[config.mk]
export PLATFORM = sky130hd
export DESIGN_NAME = bcd_bin_codec
export DESIGN_NICKNAME = d
export VERILOG_FILES = /design/src/rtl/bcd_bin_codec.sv
export SDC_FILE = /design/constraint.sdc
export NUM_CORES = 1
export LEC_CHECK = 0
export BUFFER_PORTS_ARGS = -buffer_cell sky130_fd_sc_hd__buf_4
export CELL_PAD_IN_SITES_DETAIL_PLACEMENT = 0
export CELL_PAD_IN_SITES_GLOBAL_PLACEMENT = 2
export CORE_ASPECT_RATIO = 1.1
export CORE_MARGIN = 8
export CORE_UTILIZATION = 38
export CTS_CLUSTER_SIZE = 10
export DETAILED_ROUTE_END_ITERATION = 8
export PLACE_DENSITY_LB_ADDON = 0.25
export SYNTH_ARGS = -nofsm -noshare
export SYNTH_HDL_FRONTEND = slang
export SYNTH_SLANG_ARGS = --single-unit
[constraint.sdc]
create_clock -name clk_i -period 9.62 [get_ports clk_i]
set_input_delay 1.924 -clock clk_i [delete_from_list [all_inputs] [get_ports clk_i]]
set_output_delay 1.924 -clock clk_i [all_outputs]
set_load 0.01 [all_outputs]
[src/rtl/bcd_bin_codec.sv]
// Bidirectional BCD <-> binary converter built around one iterative engine.
// Mode 0 runs reverse double-dabble (BCD -> binary) and mode 1 runs
// double-dabble (binary -> BCD). Each SHIFT cycle processes one bit.
// Each conversion produces a registered BCD/binary result pair and an error flag.
module bcd_bin_codec #(
  parameter int unsigned DIGITS = 4,
  parameter int unsigned BIN_W  = 14
) (
  input  logic                  clk_i,
  input  logic                  reset_i,
  input  logic                  start_i,
  input  logic                  mode_i,
  input  logic [4*DIGITS-1:0]   bcd_i,
  input  logic [BIN_W-1:0]      bin_i,
  output logic                  ready_o,
  output logic                  done_o,
  output logic                  err_o,
  output logic [4*DIGITS-1:0]   bcd_o,
  output logic [BIN_W-1:0]      bin_o
);

  localparam int unsigned BCD_W = 4 * DIGITS;
  localparam int unsigned CNT_W = (BIN_W > 1) ? $clog2(BIN_W) : 1;

  // The binary width must be able to hold every decimal value of DIGITS digits.
  if ((64'd1 << BIN_W) < (64'd10 ** DIGITS)) begin : g_bad_width
    $error("bcd_bin_codec: BIN_W too small for DIGITS");
  end

  typedef enum logic [1:0] {
    S_IDLE,
    S_SHIFT,
    S_DONE
  } state_t;

  state_t             r_state;
  state_t             w_state_nxt;
  logic               r_mode;
  logic [CNT_W-1:0]   r_cnt;
  logic [BCD_W-1:0]   r_work_bcd;
  logic [BIN_W-1:0]   r_work_bin;
  logic               r_ovf;
  logic [BCD_W-1:0]   r_cap_bcd;
  logic [BIN_W-1:0]   r_cap_bin;
  logic [BCD_W-1:0]   r_bcd_o;
  logic [BIN_W-1:0]   r_bin_o;
  logic               r_err;

  logic               w_bad_digit;
  logic [BCD_W-1:0]   w_adj;
  logic [BCD_W-1:0]   w_step_bcd;
  logic [BIN_W-1:0]   w_step_bin;
  logic               w_step_out;

  // Flag any operand digit above 9 (only relevant for BCD -> binary requests).
  always_comb begin
    w_bad_digit = 1'b0;
    for (int unsigned i = 0; i < DIGITS; i++) begin
      if (bcd_i[4*i +: 4] > 4'd9) w_bad_digit = 1'b1;
    end
  end

  // One engine iteration on {bcd, bin} for the captured mode.
  always_comb begin
    w_adj      = r_work_bcd;
    w_step_bcd = '0;
    w_step_bin = '0;
    w_step_out = 1'b0;
    if (!r_mode) begin
      // Shift right first, then pull every digit that reached >= 8 back by 3.
      w_step_bin = {r_work_bcd[0], r_work_bin[BIN_W-1:1]};
      w_step_bcd = {1'b0, r_work_bcd[BCD_W-1:1]};
      for (int unsigned i = 0; i < DIGITS; i++) begin
        if (w_step_bcd[4*i +: 4] >= 4'd8) w_step_bcd[4*i +: 4] = w_step_bcd[4*i +: 4] - 4'd3;
      end
    end else begin
      // Add 3 to every digit >= 5, then shift left; the bcd MSB falls out as overflow.
      for (int unsigned i = 0; i < DIGITS; i++) begin
        if (w_adj[4*i +: 4] >= 4'd5) w_adj[4*i +: 4] = w_adj[4*i +: 4] + 4'd3;
      end
      w_step_out = w_adj[BCD_W-1];
      w_step_bcd = {w_adj[BCD_W-2:0], r_work_bin[BIN_W-1]};
      w_step_bin = {r_work_bin[BIN_W-2:0], 1'b0};
    end
  end

  // State register.
  always_ff @(posedge clk_i or posedge reset_i) begin
    if (reset_i) r_state <= S_IDLE;
    else         r_state <= w_state_nxt;
  end

  // Next-state logic.
  always_comb begin
    w_state_nxt = r_state;
    case (r_state)
      S_IDLE: begin
        if (start_i) w_state_nxt = (!mode_i && w_bad_digit) ? S_DONE : S_SHIFT;
      end
      S_SHIFT: begin
        if (r_cnt == '0) w_state_nxt = S_DONE;
      end
      S_DONE:  w_state_nxt = S_IDLE;
      default: w_state_nxt = S_IDLE;
    endcase
  end

  // Operand capture, iteration, and result loading.
  always_ff @(posedge clk_i or posedge reset_i) begin
    if (reset_i) begin
      r_mode     <= 1'b0;
      r_cnt      <= '0;
      r_work_bcd <= '0;
      r_work_bin <= '0;
      r_ovf      <= 1'b0;
      r_cap_bcd  <= '0;
      r_cap_bin  <= '0;
      r_bcd_o    <= '0;
      r_bin_o    <= '0;
      r_err      <= 1'b0;
    end else begin
      case (r_state)
        S_IDLE: begin
          if (start_i) begin
            r_mode    <= mode_i;
            r_cap_bcd <= bcd_i;
            r_cap_bin <= bin_i;
            r_cnt     <= CNT_W'(BIN_W - 1);
            r_ovf     <= 1'b0;
            // The operand enters the field it is converted out of; the other field starts empty.
            r_work_bcd <= mode_i ? '0 : bcd_i;
            r_work_bin <= mode_i ? bin_i : '0;
            if (!mode_i && w_bad_digit) begin
              r_bcd_o <= bcd_i;
              r_bin_o <= '0;
              r_err   <= 1'b1;
            end
          end
        end
        S_SHIFT: begin
          r_work_bcd <= w_step_bcd;
          r_work_bin <= w_step_bin;
          r_ovf      <= r_ovf | w_step_out;
          if (r_cnt != '0) begin
            r_cnt <= r_cnt - 1'b1;
          end else if (!r_mode) begin
            // The final iteration's values come from the step logic, not the work registers.
            r_bin_o <= w_step_bin;
            r_bcd_o <= r_cap_bcd;
            r_err   <= 1'b0;
          end else begin
            r_bcd_o <= w_step_bcd;
            r_bin_o <= r_cap_bin;
            r_err   <= r_ovf | w_step_out;
          end
        end
        default: ;
      endcase
    end
  end

  assign ready_o = (r_state == S_IDLE);
  assign done_o  = (r_state == S_DONE);
  assign err_o   = r_err;
  assign bcd_o   = r_bcd_o;
  assign bin_o   = r_bin_o;

endmodule

==> Yosys cells after proc, flatten, opt, wreduce, memory -nomap -nowiden <==
Cells that the tools add are included.
{ "op_classes": {"n_eq_ne": 7, "reduce_logical": 11, "addsub": 8, "order_cmp": 11, "n_bitwise": 1, "mux": 44} }
{ "op_table": {"columns": ["operator", "count"], "rows": [
  ["$mux 16", 7],
  ["$mux 14", 7],
  ["$pmux 16 s2", 2],
  ["$pmux 14 s2", 2],
  ["$mux 4", 9],
  ["$add 4x2->4 const B", 4],
  ["$ge 4x3->1 const B", 4],
  ["$gt 4x4->1 const B", 4],
  ["$ge 4x4->1 const B", 3],
  ["$sub 4x2->4 const B", 3],
  ["$mux 1", 10],
  ["$ne 2x2->1 const B", 4],
  ["$pmux 4 s2", 1],
  ["$mux 2", 3],
  ["$reduce_and 2->1", 3],
  ["$logic_not 4->1", 1],
  ["$pmux 1 s2", 2],
  ["$pmux 2 s2", 1],
  ["$reduce_and 4->1", 1],
  ["$reduce_bool 4->1", 1],
  ["$sub 4x1->4 const B", 1],
  ["$reduce_and 3->1", 1],
  ["$eq 2x1->1 const B", 1],
  ["$eq 2x2->1 const B", 1],
  ["6 further kinds", 6]
]} }
{ "totals": {"in_bits": 34, "word_cells": 93, "ff_bits": 99} }

==> Logic depth before layout (Yosys ltp) <==
{ "depth": {"word_depth": 9, "mapped_depth": 8, "mapped_depth_nobuf": 7} }

==> Worst setup path after synthesis <==
OpenSTA, ideal clock, no wires.
{ "synth_path": {"path_type": "input to register", "start": "in bcd_i[6]", "end": "reg r_bcd_o[10] (netlist: bcd_o[10])", "required_ps": 9490, "slack_ps": 6580, "stages": 5, "arrival_ps": 2909, "path_cell_list": "o21ai_0 > a41oi_1 > o311ai_4 > clkbuf_2 > o21ai_0"} }
{ "synth_via": {"elab_chain_cells": 7} }
{ "synth_lines": {"columns": ["element", "line", "source"], "rows": [
  ["from (decl)", "13", "input logic [4*DIGITS-1:0] bcd_i,"],
  ["$gt 4x4->1", "59", "if (bcd_i[4*i +: 4] > 4'd9) w_bad_digit = 1'b1;"],
  ["$mux 1 (3 in series)", "59", null],
  ["$logic_and 1x1->1", "133", "if (!mode_i && w_bad_digit) begin"],
  ["$ne 2x1->1 (no source line)", null, null],
  ["$reduce_and 4->1 (no source line)", null, null],
  ["to (signal assigned)", "134", "r_bcd_o <= bcd_i;"],
  ["to (signal assigned)", "149", "r_bcd_o <= r_cap_bcd;"],
  ["to (signal assigned)", "152", "r_bcd_o <= w_step_bcd;"],
  ["to (decl)", "45", "logic [BCD_W-1:0] r_bcd_o;"]
]} }
Every way passes these cells.
A chain may end at the register's enable or synchronous reset.

==> Final worst setup path <==
{ "layout_path": {"start": "in bcd_i[13]", "end": "reg r_bcd_o[14] (netlist: bcd_o[14])"} }
{ "layout_via": {"elab_chain_cells": 5} }
{ "layout_lines": {"columns": ["element", "line"], "rows": [
  ["$gt 4x4->1", "59"],
  ["$mux 1", "59"],
  ["$logic_and 1x1->1", "133"],
  ["$ne 2x1->1 (no source line)", null],
  ["$reduce_and 4->1 (no source line)", null]
]} }
Every way passes these cells.

==> flow_summary.yaml <==
layout:
  antenna_cells: 0
  fin_cells: 812
  seq_area_sq_mm: 0.00248
  drive_gt1_share_pct: 15.1
  fillerInstances: 1362
  multi_input_area_sq_mm: 0.00243
  final_nets: 671
  syn_to_final_growth_pct: 16.7
setup_path:
  path_buf_inv: 2
  critPathArrivalTime_ns: 4.14
  cp_max_fo: 42
  cpMaxStageDelayCell: "o311ai_4"
  cp_slowest_stage_delay_ns: 0.74
  crit_path_frequent_cell: "buf_4"
  worstPathRequired_ns: 9.84
  start_kind: "primary input"
  crit_type: "primary input to flop"
  end_kind: "flop"
  cp_top_family: "compound AO/OA/AOI/OAI gates"
  crit_chain: "buf_4, o21ai_0, a41oi_1, o311ai_4, buf_4, nor2b_1, a31oi_1"
clocking:
  hold_buffers: 0
  clk_path_buf_depth: 2
  clock_latency_ns: 0.35
  cts_root_buffer: "clkbuf_16"
  cts_tree: "built"
  clk_pin_slew_ns: 0.07
  cts_inserted_buffers: 9
  h-tree-depth: 3
  cts_sinks: 99
  ctsResizeCount: 0
  cts_setup_buffers: 0
routing:
  totalWireLength_microns: 14400
  drc: 0
  first_pass_iters: 7
  wire_per_inst_microns: 17.7
  viasPerCell: 5.25
  via_count: 4261
  drt-initial-drc-count: 268
  ant_nets: 0
power_and_ir_drop:
  vdd_ir_drop_max_mv: 0.113
  power_density_mw_per_mm2: 338
  leakagePower_uw: 0.00285
placement:
  port_buffers: 66
  post-place-cells: 796
  gp_congestion: 0.778
  dpl.hpwl_microns: 9380
logic_synthesis:
  synthArstFlopShare_pct: 100
  netlist_top_cells_area: "dfrtp_1, nand2_1, ha_1, o21ai_0, a22oi_1"
  synthesis.area_sq_mm: 0.00520
  synth_fp_nets: 631
  synth_top_area_cell: "dfrtp_1"
  ys_warn_count: 0
  synth_edf_count: 0
  ys.flop_type: "dfrtp_1"
  syn_inst: 579
  ys_ff_latch: 99
  ys_seq_area_share_pct: 47.6
  syn_avg_cell_area_sq_um: 8.99
  synth_top_area_share_pct: 47.6
  synth.distinct_cells: 43
sta:
  period_share_pct: 40.7
  grt_setup_unrepaired: "no"
  relSlewSlack_pct: 32.8
  setup_viol: 0
  fmax_mhz: 255
  tns_ns: 0
  worst_pin_slew_ns: 1.01
  skew_ns: 0.00886
  period_minus_slack_ns: 3.92
  finalHoldViolations: 0
  maxSlewViolCount: 0
  holdWs_ns: 0.467
die:
  die_y_microns: 139
  row_count: 45
  die_area_sq_mm: 0.0177
  start_util_pct: 38.3
  floorplan.core_area_sq_mm: 0.0136
  ios: 67
  die_w_microns: 128
hold_path:
  hp-class: "flop to flop"
global_route:
  antenna_found_initial: 0
  grt_pass1_wl_microns: 23600
  grt_usage_pct: 16.8
  gr-total-overflow: 0
  grt_max_degree: 75
  grt_pass1_vias: 4386
run:
  max_cap_viol_count: 0
status:
  status: "finished, final reports clean"
[cells by family (layout without fill, tap and decap cells)]
family,after synthesis,in the layout,share of synthesized area (%)
AO/OA/AOI/OAI,142,142,18.4
XOR/XNOR,13,13,2.19
adder cells (fa/ha/maj),18,18,4.33
buffers and inverters,59,104,5.70
flip-flops,99,99,47.6
multiplexers,15,15,2.89
AND/OR/NAND/NOR,233,233,18.9
[metal layers]
| metal | vias to the layer above | GRT usage (%) | part of all wire, % |
|---|---|---|---|
| met3 | 16 | 3.08 | 3.8 |
| met5 | - | 0 | 0 |
| met4 | 0 | 6.58 | 1.8 |
| met1 | 2103 | 19.7 | 44 |
| li1 | 2058 | - | - |
| met2 | 84 | 29.5 | 51 |
[layout by cell type, fill, tap and decap left out, types with 3 or more instances in the layout]
master,Yosys,layout
inv_1,17,16
a221o_1,11,11
nor2b_1,4,4
dfrtp_1,99,99
ha_1,18,18
nand3_1,3,3
xnor2_1,11,11
buf_4,4,71
nor3b_1,3,3
a211oi_1,3,3
mux2i_1,15,15
a31oi_1,5,5
a22oi_1,22,22
a222oi_1,10,10
a21oi_1,27,27
nand2b_1,9,9
o21ai_1,6,6
nand2_1,171,170
a221oi_1,7,7
nor2_1,27,27
clkbuf_16,0,9
nand3b_1,6,6
o21ai_0,43,43
[synth_stat cells, types with 2 or more instances]
cell type  instances
dfrtp_1           99
o21ai_1            6
xor2_1             2
a221oi_1           7
nand2b_1           9
xnor2_1           11
inv_1             17
a21oi_1           27
ha_1              18
nor3_1             2
nor2b_1            4
a31oi_1            5
nor2_1            27
a211oi_1           3
clkbuf_2           4
clkbuf_1          10
nand3b_1           6
a21o_1             2
buf_4              4
nand3_1            3
mux2i_1           15
nor3b_1            3
nand2_1          171
a22oi_1           22
buf_6              4
a222oi_1          10
a221o_1           11
buf_2             20
o21ai_0           43
[path summary, 6_finish.rpt]
path,cells after the start,endpoint,start,slack (ns)
hold reg to reg,2,r_cap_bcd[4]$_DFFE_PP0P_,r_cap_bcd[4]$_DFFE_PP0P_,0.47
setup reg to reg,4,r_work_bin[1]$_DFFE_PP0P_,r_state[1]$_DFFE_PP0P_,6.93
min in group asynchronous,2,bin_o[4]$_DFFE_PP0P_,reset_i,1.54
setup / recovery,7,bcd_o[14]$_DFFE_PP0P_,bcd_i[13],5.70
max in group asynchronous,3,r_cap_bcd[2]$_DFFE_PP0P_,reset_i,6.75
hold / removal,2,r_cap_bcd[4]$_DFFE_PP0P_,r_cap_bcd[4]$_DFFE_PP0P_,0.47
[cell type report]
type                            instances  area share, %
Multi-Input combinational cell        421           40.0
Sequential cell                        99           40.8
Inverter                               17           1.09
Tap cell                              188           3.87
Timing Repair Buffer                   71           8.78
Clock inverter                          5           1.40
Clock buffer                           11           4.00
[per-stage QoR]
step / power [uW] / setup WS (ns) / utilization, % / instance area (sq um)
after detailed placement: 1670 / 5.24 / 42.3 / 5740
after global routing: 2220 / 5.51 / 44.7 / 6070
after CTS: 2070 / 5.58 / 44.7 / 6070
after floorplan: 1390 / 5.11 / - / 5200
final: 2050 / 5.70 / 44.7 / 6070
after global placement: 1650 / 5.22 / 42.3 / 5740
[worst reg2reg max path, cell delays in order (launching register included)]
cell	delay [ns]
dfrtp_1	0.52
nor2_1	0.30
nand2_2	0.54
nor2_1	0.98
a221o_1	0.28
[state kept, by name (all words and copies together), names as in the netlist]
name	count
r_ovf	1
r_mode	1
r_cap_bcd	16
r_state	2
r_cap_bin	14
err_o	1
r_work_bin	14
r_cnt	4
bin_o	14
bcd_o	16
r_work_bcd	16
[where the power goes]
part | switching, uW | internal [uW]
clock | 167 | 237
combinational | 513 | 359
sequential | 177 | 601
Power figures use the tool's default switching activity.
